### src/rtl/ifu_fetch.sv
// Instruction-fetch front end: owns the PC, fetches one word at a time from
// instruction memory and hands {pc[31:2], inst} to the IF/ID register.
module ifu_fetch #(
  parameter logic [31:0] RESET_PC = 32'h8000_0000
) (
  input  logic        clk,
  input  logic        rst,
  output logic        imem_req_valid,
  output logic [31:0] imem_req_addr,
  input  logic        imem_req_ready,
  input  logic        imem_resp_valid,
  input  logic [31:0] imem_resp_data,
  input  logic        redirect_valid,
  input  logic [31:0] redirect_pc,
  output logic        out_valid,
  input  logic        out_ready,
  output logic [61:0] out_data,
  output logic [1:0]  dbg_state
);

  // Handshakes: a request transfers on a posedge where imem_req_valid &
  // imem_req_ready; a bundle transfers where out_valid & out_ready; neither
  // valid ever depends combinationally on its own ready.
  typedef enum logic [1:0] {
    S_REQ  = 2'd0,
    S_WAIT = 2'd1,
    S_HOLD = 2'd2
  } state_t;

  state_t      state;
  logic [31:0] pc;
  logic        kill;
  logic        hold_valid;
  logic [31:0] tgt;

  assign tgt            = redirect_pc & 32'hFFFF_FFFC;
  assign imem_req_addr  = pc;
  assign imem_req_valid = (state == S_REQ) && !rst;
  // A redirect squashes the held bundle in the same cycle it arrives.
  assign out_valid      = (state == S_HOLD) && hold_valid && !redirect_valid && !rst;
  assign dbg_state      = state;

  always_ff @(posedge clk) begin
    if (rst) begin
      pc         <= RESET_PC & 32'hFFFF_FFFC;
      state      <= S_REQ;
      kill       <= 1'b0;
      out_data   <= '0;
      hold_valid <= 1'b0;
    end else begin
      case (state)
        S_REQ: begin
          if (redirect_valid) begin
            pc <= tgt;
            if (imem_req_ready) begin
              kill  <= 1'b1;
              state <= S_WAIT;
            end
          end else if (imem_req_ready) begin
            state <= S_WAIT;
          end
        end
        S_WAIT: begin
          if (redirect_valid) begin
            pc <= tgt;
            if (imem_resp_valid) begin
              kill  <= 1'b0;
              state <= S_REQ;
            end else begin
              kill <= 1'b1;
            end
          end else if (imem_resp_valid) begin
            if (kill) begin
              kill  <= 1'b0;
              state <= S_REQ;
            end else begin
              out_data   <= {pc[31:2], imem_resp_data};
              hold_valid <= 1'b1;
              pc         <= pc + 32'd4;
              state      <= S_HOLD;
            end
          end
        end
        S_HOLD: begin
          if (redirect_valid) begin
            hold_valid <= 1'b0;
            pc         <= tgt;
            state      <= S_REQ;
          end else if (hold_valid && out_ready) begin
            hold_valid <= 1'b0;
            state      <= S_REQ;
          end
        end
        default: state <= S_REQ;
      endcase
    end
  end

endmodule

### config.mk
export PLATFORM = sky130hd
export DESIGN_NAME = ifu_fetch
export DESIGN_NICKNAME = d
export VERILOG_FILES = /design/src/rtl/ifu_fetch.sv
export SDC_FILE = /design/constraint.sdc
export NUM_CORES = 1
export LEC_CHECK = 0
export CORE_UTILIZATION = 40
export DETAILED_ROUTE_END_ITERATION = 7
export GPL_TIMING_DRIVEN = 0
export PLACE_DENSITY = 0.74
export REMOVE_ABC_BUFFERS = 1
export SYNTH_ARGS = -nofsm -noshare
export SYNTH_HDL_FRONTEND = slang
export SYNTH_SLANG_ARGS = --single-unit
### constraint.sdc
create_clock -name clk -period 1.7 [get_ports clk]
set_input_delay 0.51 -clock clk [delete_from_list [all_inputs] [get_ports clk]]
set_output_delay 0.51 -clock clk [all_outputs]
set_load 0.1 [all_outputs]
-- Word level (Yosys, flattened, before mapping)
Cells that the tools add are included.
- output and inout port bits: 98
- bits in registers: 98
- word-level logic and storage cells: 61
- reduce and logical (&&, ||, !) cells: 17
- muxes and demuxes: 25
- bitwise gates (word level): 2
- equality and inequality tests: 11
- add/sub/neg operators: 1
- operators by type and width (operator ; number):
    $mux 32 ; 4
    $pmux 32 s2 ; 1
    $add 32x3->32 const B ; 1
    $mux 2 ; 7
    $reduce_and 4->1 ; 3
    $mux 1 ; 10
    $ne 2x2->1 const B ; 5
    $ne 3x3->1 const B ; 2
    $pmux 2 s3 ; 1
    $reduce_bool 2->1 ; 3
    $logic_and 1x1->1 ; 5
    $reduce_and 5->1 ; 1
    $pmux 1 s2 ; 2
    $ne 3x2->1 const B ; 1
    $reduce_and 3->1 ; 1
    $eq 2x1->1 const B ; 1
    $eq 2x2->1 const B ; 1
    $logic_not 1->1 ; 2
    $logic_not 2->1 ; 1
    $ne 2x1->1 const B ; 1
    $not 1->1 ; 2
    $reduce_or 2->1 ; 1

-- Depth between registers and ports, before layout
Gate-level depths: netlist of run 1.
- depth in word-level cells: 5
- mapped depth: 7
- mapped depth without buffers: 6

-- Least setup slack after synthesis of run 1
No wires, ideal clock.
- kind: reg-to-output
- from: register state[1] (netlist: dbg_state[1])
- to: output out_valid
- arrival time: 4.476 ns
- slack: -3.286 ns
- cell stages (with the launch flop): 4
- data required time: 1.190 ns
- path through: dfxtp_1 -> clkbuf_1 -> nand2b_1 -> nor4b_1
- longest elaborated chain between the ends: 4
- RTL lines (item ; line ; source):
    start, declared ; 30 ; state_t state;
    start signal, assigned ; 46 ; state <= S_REQ;
    start signal, assigned ; 57 ; state <= S_WAIT;
    start signal, assigned ; 60 ; state <= S_WAIT;
    $eq 2x2->1 ; 40 ; assign out_valid = (state == S_HOLD) && hold_valid && !redirect_valid && !rst;
    $logic_and 1x1->1 (3 in a row) ; 40 ;
    end, declared ; 15 ; output logic out_valid,
No other way between the ends.

-- Worst setup path in the final report of run 1
- from: register state[0] (netlist: dbg_state[0])
- to: output out_valid
The elaborated chain is that of the path after synthesis.

==> impl_metrics.py, run 1 <==
metrics = {
    "setup_path": {
        "critPathCaptureType": "primary output",
        "cp-start-kind": "flop",
        "cp.arrival_ns": 1.36,
        "path_max_fanout": 5,
        "critPathKind": "flop to primary output",
        "required_ns": 1.19,
    },
    "synth": {
        "synthDistinctLibCells": 61,
        "synthFlopType": "dfxtp_1",
        "synth_edf_count": 0,
        "synth-xor-area-share_pct": 0,
        "synthAdderAreaFrac_pct": 0.288,
        "synth_compound_gate_area_share_pct": 22.1,
        "avgSynthCellArea_sq_um": 7.67,
        "synthSimpleGateAreaFrac_pct": 27.5,
        "synth_seq_area_share_pct": 44.2,
        "synth-seq-cells": 96,
        "synthCells": 567,
        "synth_mux_area_share_pct": 0.460,
        "yosysWarnings": 0,
        "synth-async-reset-ratio_pct": 0,
        "synth_area_sq_um": 4350,
        "synth_top_family_by_area": "simple AND/OR/NAND/NOR gates",
    },
    "clocking": {
        "cts_hold_buf": 0,
        "htreeDepth": 3,
        "ctsRootBufferMaster": "clkbuf_8",
        "cts.path.max_buffers": 2,
        "cts_inserted_buffers": 9,
        "clock_sinks": 96,
        "path_clk_slew_ns": 0.10,
        "tritoncts": "yes",
        "clock_latency_ns": 0.36,
    },
    "final_layout": {
        "drive_gt1_share_pct": 34.1,
        "diodes": 0,
        "area_growth_pct": 60.2,
        "final_nets": 841,
        "instances_no_fill": 911,
        "n_fill_cell": 886,
        "fin_area_sq_um": 6970,
    },
    "sta": {
        "hold_viol": 0,
        "tns_ns": -1.53,
        "finClkSkew_ns": 0.00906,
        "rsz0062_at_grt": "true",
        "fin_crit_sh_pct": 110,
        "fmax_ghz": 0.535,
        "hold_ws_ns": 0.430,
        "slew_viol_final": 0,
        "finalSetupViolCount": 19,
        "period_needed_ns": 1.87,
        "worstMarginPinSlew_ns": 0.730,
        "slew_headroom_pct": 51.3,
        "fin_ws_ns": -0.170,
    },
    "pwr": {
        "clock_power_share_pct": 26.4,
        "leakage_nw": 2.82,
        "power.density_nw_per_um2": 765,
        "share_seq_of_total_power_pct": 45.9,
        "internal-power_w": 0.00341,
        "ir_drop_v": 0.000450,
        "p_switching_w": 0.00192,
        "p_sw_share_pct": 36.0,
        "combPwrFrac_pct": 27.7,
    },
    "die": {
        "die_area_sq_um": 11300,
        "core_sq_um": 10400,
        "start_util_pct": 41.8,
        "row_count": 37,
        "io_pins": 168,
        "die_h_um": 106,
        "die_x_um": 106,
    },
    "global_route": {
        "use_met1_pct": 34.3,
        "antenna_found_initial": 0,
        "grt_start_max_net_pins": 46,
        "grt_pass1_vias": 4720,
        "grt_usage_pct": 26.7,
        "grt_pass1_wl_um": 23800,
        "grt_overflow": 0,
        "busiest_layer": "met2",
        "grt_use_met3_pct": 5.15,
        "met2_usage_pct": 44.4,
    },
    "outcome": {
        "outcome": "finished, violations left",
        "violations": "setup timing",
    },
    "placement": {
        "hpwl_um": 8810,
        "pre_cts_ws_ns": -1.87,
        "numPortBuffers": 163,
        "dp.cells": 827,
        "dpl-instance-area_sq_um": 6060,
        "gp_congestion": 0.804,
    },
    "job": {
        "cap_violations": 0,
    },
    "min_path": {
        "hold_path.class": "input port to flop",
    },
    "route": {
        "wire_per_inst_um": 17.9,
        "drt-initial-drc-count": 412,
        "vias_per_cell": 5.63,
        "drc": 0,
        "routed-via-count": 5125,
        "first_pass_iters": 5,
        "routed_wl_um": 16300,
        "postRouteAntennaNets": 0,
    },
}
critical path, cell delays in order (launching register included):
cell and delay [ns]:
dfxtp_4 0.37, nand2b_4 0.15, nor4b_4 0.22, buf_6 0.26
cell usage after synthesis (all sizes together) (3+ instances only):
| cell | n | share of area (%) |
|---|---|---|
| or3 | 3 | 0.43 |
| o22ai | 5 | 0.72 |
| nor3 | 9 | 1.2 |
| buf | 17 | 2.3 |
| clkbuf | 28 | 2.4 |
| dfxtp | 96 | 44 |
| a31oi | 9 | 1.3 |
| nand4 | 12 | 2.2 |
| nor2 | 24 | 2.1 |
| a21oi | 91 | 10 |
| nand2b | 6 | 0.86 |
| o311ai | 3 | 0.60 |
| nand3 | 19 | 2.2 |
| and3 | 5 | 0.72 |
| nand2 | 150 | 13 |
| o21ai | 13 | 1.5 |
| a32oi | 6 | 1.2 |
| nor4 | 5 | 1.0 |
| and4 | 3 | 0.63 |
| o21a | 4 | 0.69 |
| nor2b | 3 | 0.43 |
| and2 | 3 | 0.43 |
| a311oi | 3 | 0.60 |
| a211oi | 4 | 0.69 |
| inv | 8 | 0.69 |
| or4 | 7 | 1.3 |
final cells by class:
class | instances | area [sq um] | area share [%]
Sequential cell | 96 | 1980 | 28.4
Clock buffer | 11 | 141 | 2.03
Inverter | 8 | 30.0 | 0.431
Clock inverter | 5 | 40.0 | 0.574
Multi-Input combinational cell | 421 | 2480 | 35.6
Timing Repair Buffer | 234 | 2120 | 30.5
Tap cell | 136 | 170 | 2.44
layout by cell type (no fill, tap or decap), types with 4 or more instances in the layout:
master,netlist,final
inv_1,8,8
nor2_1,24,22
nand2_1,148,145
a32oi_1,6,6
bufbuf_16,0,4
dfxtp_2,0,7
a21oi_2,0,15
buf_4,2,72
nor3_1,8,4
dfxtp_4,0,14
or4_4,1,4
buf_12,0,6
buf_6,3,17
a21oi_1,91,76
and3_1,5,5
clkbuf_4,0,7
buf_2,4,56
o21ai_0,12,10
nand4_1,10,10
a31oi_1,9,9
a211oi_1,4,4
clkbuf_8,0,10
dfxtp_1,96,75
o22ai_1,5,5
nand2b_1,6,4
nand3_1,19,17
clkdlybuf4s50_1,0,64
registers in the layout (all words and copies together), names as in the netlist:
| name | flops |
|---|---|
| dbg_state | 2 |
| hold_valid | 1 |
| imem_req_addr | 30 |
| kill | 1 |
| out_data | 62 |
cell families (layout without fill, tap and decap cells):
kind of cell	after synthesis	in the layout
other cells	1	2
buf+inv	53	258
simple gates	254	256
compound gates	160	160
mux	2	2
fa+ha+maj	1	1
flops	96	96
through the flow:
stage          power, W  utilization (%)
2_1_floorplan   0.00330                -
3_3_place_gp    0.00373             57.2
3_5_place_dp    0.00377             58.2
4_1_cts         0.00528             63.0
5_1_grt         0.00557             66.9
6_report        0.00533             66.9
layer usage:
metal / share of wire (%) / wire (um)
met1: 43 / 7000
met2: 48 / 7810
met3: 7.6 / 1230
met4: 1.5 / 244
met5: 0 / 0
worst paths after layout:
path                                       from                              to  slack [ns]  depth (start not counted)
setup / recovery      dbg_state[0]$_SDFFE_PP0P_                       out_valid       -0.17                          3
hold / removal                              rst       out_data[44]$_SDFFE_PP0P_        0.43                          2
setup reg to reg  imem_req_addr[2]$_SDFFE_PP0P_  imem_req_addr[17]$_SDFFE_PP0P_       -0.17                          5
hold reg to reg       out_data[59]$_SDFFE_PP0P_       out_data[59]$_SDFFE_PP0P_        0.46                          2
power by group through the flow:
stage	clock, W	combinational [W]	sequential, W
finish	0.00141	0.00148	0.00245
detailed placement	0	0.00127	0.00250
CTS	0.00144	0.00139	0.00245
floorplan	0	0.000270	0.00303
global route	0.00157	0.00154	0.00246
global placement	0	0.00123	0.00250
repair_timing:
item                                    4_1_cts  5_1_grt
gates cloned                                  7        6
pin swaps                                    15       15
buffers inserted                             38       17
gates resized for setup                     596       49
endpoints found under the setup margin      190       54
(Power assumes the default switching activity.)
==> run 2: changes to the inputs <==
CELL_PAD_IN_SITES_DETAIL_PLACEMENT = 0   (was unset)
CELL_PAD_IN_SITES_GLOBAL_PLACEMENT = 1   (was unset)
CORE_MARGIN = 2   (was unset)
CORE_UTILIZATION = 28   (was 40)
SETUP_SLACK_MARGIN = 0.15   (was unset)
==> run 2 against run 1 <==
The run still ends with setup timing left. Cell count grew 10%. Non-clock buffer count grew 37. Register-to-register slack gained 0.03 ns. Routed wire length grew 15%. Largest cell class unchanged. Highest routed layer unchanged.
==> impl_metrics.py, run 2 (synthesis gave the netlist of run 1 again) <==
metrics = {
    "final_layout": {
        "area_growth_pct": 97.3,
        "final_cell_mix": "buf_4, nand2_1, dfxtp_1, clkdlybuf4s50_1, a21oi_1",
        "utilization_pct": 56.5,
        "largest_register_ffs": 62,
        "multi_input_area_sq_um": 3080,
        "top_register": "out_data",
        "seq_area_sq_um": 2000,
        "final_nets": 882,
        "drive_gt1_share_pct": 50.9,
        "n_fill_cell": 1326,
        "instances_no_fill": 1003,
        "diodes": 0,
        "mostFrequentLayoutCell": "buf_4",
    },
    "min_path": {
        "hold_path.class": "flop to flop",
        "hp-start": "out_data[60]$_SDFFE_PP0P_",
        "min_path_cells": 2,
        "holdPathEnd": "out_data[60]$_SDFFE_PP0P_",
    },
    "global_route": {
        "grt_pass1_vias": 4820,
        "grt_start_max_net_pins": 59,
        "grt_pass1_wl_um": 25600,
        "antenna_found_initial": 0,
        "grt_overflow": 0,
        "grt_usage_pct": 20.0,
    },
    "die": {
        "core_sq_um": 15200,
        "die_area_sq_um": 16600,
        "start_util_pct": 28.6,
        "io_pins": 168,
        "die_x_um": 129,
        "row_count": 45,
        "die_h_um": 129,
    },
    "placement": {
        "gp_congestion": 0.755,
        "numPortBuffers": 163,
        "pre_cts_ws_ns": -1.89,
        "dp.cells": 879,
        "hpwl_um": 9430,
    },
    "clocking": {
        "htreeDepth": 3,
        "cts_inserted_buffers": 9,
        "clock_latency_ns": 0.36,
        "cts.path.max_buffers": 2,
        "ctsRootBufferMaster": "clkbuf_16",
        "path_clk_slew_ns": 0.06,
        "clock_sinks": 96,
        "tritoncts": "yes",
    },
    "route": {
        "wire_per_inst_um": 18.7,
        "routed-via-count": 5230,
        "routed_wl_um": 18800,
        "first_pass_iters": 5,
        "drc": 0,
        "vias_per_cell": 5.21,
        "postRouteAntennaNets": 0,
        "drt-initial-drc-count": 356,
    },
    "setup_path": {
        "path_max_fanout": 4,
        "r2r_start": "dbg_state[0]$_SDFFE_PP0P_",
        "rr_endpoint": "imem_req_addr[24]$_SDFFE_PP0P_",
        "required_ns": 1.19,
        "reg2reg_depth": 10,
        "cp-start-kind": "flop",
        "r2r_slack_ns": -0.14,
        "critPathKind": "flop to primary output",
        "critPathCaptureType": "primary output",
        "cp.arrival_ns": 1.35,
    },
    "pwr": {
        "ir_drop_v": 0.000663,
        "power.total_w": 0.00644,
        "power.density_nw_per_um2": 750,
        "combPwrFrac_pct": 27.7,
        "internal-power_w": 0.00430,
        "leakage_nw": 3.45,
        "share_seq_of_total_power_pct": 38.3,
        "p_switching_w": 0.00214,
        "clock_power_share_pct": 34.0,
        "p_sw_share_pct": 33.3,
    },
    "job": {
        "cap_violations": 0,
    },
    "sta": {
        "fin_ws_ns": -0.156,
        "finalSetupViolCount": 43,
        "fmax_ghz": 0.539,
        "finClkSkew_ns": 0.00573,
        "hold_viol": 0,
        "period_needed_ns": 1.86,
        "fin_crit_sh_pct": 109,
        "slew_viol_final": 0,
        "rsz0062_at_grt": "true",
    },
    "outcome": {
        "violations": "setup timing",
        "outcome": "finished, violations left",
    },
}
-- run 2: cell count changes in the layout (fill, tap and decap cells not counted), sizes merged, moves of 2 or more --
cell	before	now
bufbuf	4	0
and2	4	6
inv	9	7
buf	155	204
clkbuf	21	11
bufinv	0	2
-- run 2: power by group through the flow --
stage | Sequential [W] | Combinational [W] | Clock [W]
2_1_floorplan | 0.00303 | 0.000270 | 0
3_3_place_gp | 0.00250 | 0.00125 | 0
3_5_place_dp | 0.00250 | 0.00127 | 0
4_1_cts | 0.00247 | 0.00149 | 0.00225
5_1_grt | 0.00248 | 0.00185 | 0.00233
6_report | 0.00247 | 0.00178 | 0.00219
-- run 2: area by class of cell --
type                            count  area share (%)
Inverter                            8           0.393
Tap cell                          188            2.74
Clock inverter                      6           0.991
Timing Repair Buffer              271            34.0
Multi-Input combinational cell    425            35.9
Sequential cell                    96            23.3
Clock buffer                        9            2.62
-- run 2: repair_timing --
| action | CTS | global route |
|---|---|---|
| hold buffers | 0 | 0 |
| buffers inserted | 45 | 52 |
| endpoints found under the hold margin | 0 | 0 |
| pin swaps | 64 | 92 |
| endpoints found under the setup margin | 191 | 101 |
| gates cloned | 7 | 6 |
| resized for setup | 789 | 181 |
-- run 2: stage by stage --
step,hold slack (ns),cell area [sq um],setup TNS (ns)
after CTS,0.456,7410,-1.18
after global placement,0.442,6020,-391.84
after floorplan,0.456,4150,-167.58
after global routing,0.480,8590,-6.71
after detailed placement,0.447,6120,-172.31
final,0.456,8590,-2.86
-- run 2: worst max-delay path: stages (launching register included) --
cell and delay, ns:
dfxtp_4 0.36, nand2b_4 0.15, nor4b_4 0.22, buf_6 0.26
-- run 2: metal layers --
layer  vias to the layer above  GRT usage, %  share of wire, %
met5                         -             0                 0
met4                         0          8.57               3.3
met3                        32          4.62               6.3
met2                       207          32.7                47
met1                      2486          25.2                43
li1                       2505             -                 -
-- run 2: how the worst max path moves through the flow --
| stage | slack (ns) | to | depth (start not counted) | from |
|---|---|---|---|---|
| detailed placement | -1.89 | out_valid | 3 | redirect_valid |
| floorplan | -3.20 | out_valid | 2 | dbg_state[1]$_SDFFE_PP0P_ |
| finish | -0.16 | out_valid | 3 | dbg_state[0]$_SDFFE_PP0P_ |
| global route | -0.21 | out_valid | 3 | dbg_state[0]$_SDFFE_PP0P_ |
| CTS | -0.21 | out_valid | 3 | dbg_state[1]$_SDFFE_PP0P_ |
| global placement | -4.60 | imem_req_addr[15]$_SDFFE_PP0P_ | 5 | redirect_valid |
==> run 3: changes to the inputs <==
CORE_MARGIN = unset   (was 2)
==> run 3 against run 2 <==
The flow still finishes with violations (setup timing). Critical path depth up 1. Sequential cell count stayed put. Die area decreased by 3.1%. Largest cell class unchanged. Global-route usage rose by 0.44 points. Critical endpoint unchanged. Fmax down 0.66%. Via count increased by 0.76%. Power shrank 5.1%.
==> impl_metrics.py, run 3 (synthesis gave the netlist of run 1 again) <==
metrics = {
    "setup_path": {
        "critPathSlowestCell": "nor4b_4",
        "crit_family": "buffers and inverters",
        "required_ns": 1.19,
        "critPathLaunch": "rst",
        "crit_buf_inv": 3,
        "crit_chain": "buf_16, buf_16, nor4b_4, buf_6",
        "cp-start-kind": "input port",
        "critPathCaptureType": "primary output",
        "path_max_fanout": 18,
        "timing.critical_path.mode_cell": "buf_16",
        "cp.arrival_ns": 1.36,
        "max_stage_delay_ns": 0.26,
        "critPathKind": "input port to primary output",
        "r2r_start": "imem_req_addr[2]$_SDFFE_PP0P_",
    },
    "min_path": {
        "hold_path.class": "input port to flop",
        "hp-start": "rst",
    },
    "final_layout": {
        "fin_area_sq_um": 8670,
        "instances_no_fill": 1000,
        "drive_gt1_share_pct": 51.0,
        "final_cell_mix": "buf_4, nand2_1, dfxtp_1, clkdlybuf4s50_1, a21oi_2",
        "final_nets": 881,
        "largest_register_ffs": 62,
        "top_register": "out_data",
        "diodes": 0,
        "mostFrequentLayoutCell": "buf_4",
        "area_growth_pct": 99.2,
    },
    "sta": {
        "slew_viol_final": 0,
        "finalSetupViolCount": 27,
        "hold_ws_ns": 0.420,
        "rsz0062_at_grt": "true",
        "period_needed_ns": 1.87,
        "hold_viol": 0,
        "fin_ws_ns": -0.169,
        "finClkSkew_ns": 0.00709,
        "fmax_ghz": 0.535,
        "fin_crit_sh_pct": 110,
    },
    "outcome": {
        "outcome": "finished, violations left",
        "violations": "setup timing",
    },
    "route": {
        "routed_wl_um": 19400,
        "postRouteAntennaNets": 0,
        "vias_per_cell": 5.27,
        "first_pass_iters": 5,
        "wire_per_inst_um": 19.4,
        "drc": 0,
        "routed-via-count": 5270,
        "drt-initial-drc-count": 368,
    },
    "pwr": {
        "p_sw_share_pct": 34.1,
        "leakage_nw": 3.73,
        "share_seq_of_total_power_pct": 40.5,
        "clock_power_share_pct": 29.5,
        "ir_drop_v": 0.000429,
        "power.total_w": 0.00611,
        "power.density_nw_per_um2": 705,
        "p_switching_w": 0.00209,
        "internal-power_w": 0.00403,
        "combPwrFrac_pct": 30.0,
    },
    "die": {
        "die_h_um": 127,
        "row_count": 45,
        "start_util_pct": 28.6,
        "die_x_um": 127,
        "core_sq_um": 15200,
        "die_area_sq_um": 16000,
        "io_pins": 168,
    },
    "placement": {
        "dpl-instance-area_sq_um": 6120,
        "pre_cts_ws_ns": -1.93,
        "gp_congestion": 0.757,
        "numPortBuffers": 163,
        "dp.cells": 879,
        "hpwl_um": 9500,
    },
    "global_route": {
        "grt_pass1_wl_um": 25500,
        "grt_start_max_net_pins": 37,
        "grt_overflow": 0,
        "antenna_found_initial": 0,
        "grt_pass1_vias": 4726,
        "grt_usage_pct": 20.4,
    },
    "clocking": {
        "ctsRootBufferMaster": "clkbuf_16",
        "cts_inserted_buffers": 9,
        "tritoncts": "yes",
        "cts_hold_buf": 0,
        "htreeDepth": 3,
        "path_clk_slew_ns": 0.06,
        "cts.path.max_buffers": 2,
        "clock_latency_ns": 0.34,
        "clock_sinks": 96,
    },
    "job": {
        "cap_violations": 0,
    },
}
==> run 3: cell count changes in the layout (fill, tap and decap cells not counted), moves of 4 or more <==
cell,delta
nand2_8,-4
clkbuf_16,+7
nand2_2,-17
buf_6,-16
a21oi_2,+13
buf_8,-4
nand2_1,+6
a21oi_1,-13
nand2_4,+14
buf_4,+11
==> run 3: worst reg2reg max path, cell delays in order, from the launching register on <==
cell	delay, ns
dfxtp_4	0.39
nand4_1	0.13
buf_6	0.16
or4_4	0.47
o311ai_0	0.41
a31oi_1	0.15
==> run 3: timing repair <==
| item | CTS | global route |
|---|---|---|
| pin swaps | 19 | 130 |
| resized for setup | 714 | 257 |
| endpoints found under the setup margin | 191 | 109 |
| hold endpoints to repair | 0 | 0 |
| buffers inserted | 37 | 53 |
| cloned | 6 | 12 |
==> run 3: worst paths after layout <==
kind | cells past startpoint | endpoint | slack (ns)
max | 4 | out_valid | -0.17
min | 2 | out_data[3]$_SDFFE_PP0P_ | 0.42
max reg2reg | 5 | imem_req_addr[15]$_SDFFE_PP0P_ | -0.14
min reg2reg | 2 | out_data[40]$_SDFFE_PP0P_ | 0.46
==> run 3: cell type report <==
class / count / area (sq um)
Timing Repair Buffer: 273 / 3040
Inverter: 8 / 30.0
Clock inverter: 2 / 10.0
Multi-Input combinational cell: 422 / 3110
Tap cell: 188 / 235
Sequential cell: 96 / 2010
Fill cell: 1309 / 6540
Clock buffer: 11 / 233
==> run 3: routing by layer <==
layer | vias to the layer above | GRT usage (%) | part of all wire [%]
met4 | 0 | 7.00 | 2.4
met2 | 189 | 34.3 | 49
met3 | 25 | 3.29 | 5.4
met1 | 2558 | 26.5 | 43
met5 | - | 0 | 0
li1 | 2498 | - | -
==> run 3: metrics by stage <==
step	util (%)	setup TNS (ns)
2_1_floorplan	-	-167.58
3_3_place_gp	39.6	-394.77
3_5_place_dp	40.3	-169.41
4_1_cts	46.2	-1.37
5_1_grt	57.0	-5.09
6_report	57.0	-1.10
==> run 3: power by group through the flow <==
| stage | Combinational [W] | Clock, W | Sequential (W) |
|---|---|---|---|
| after floorplan | 0.000270 | 0 | 0.00303 |
| after global placement | 0.00125 | 0 | 0.00250 |
| after detailed placement | 0.00127 | 0 | 0.00251 |
| after CTS | 0.00145 | 0.00187 | 0.00247 |
| after global routing | 0.00190 | 0.00195 | 0.00249 |
| final | 0.00183 | 0.00180 | 0.00248 |
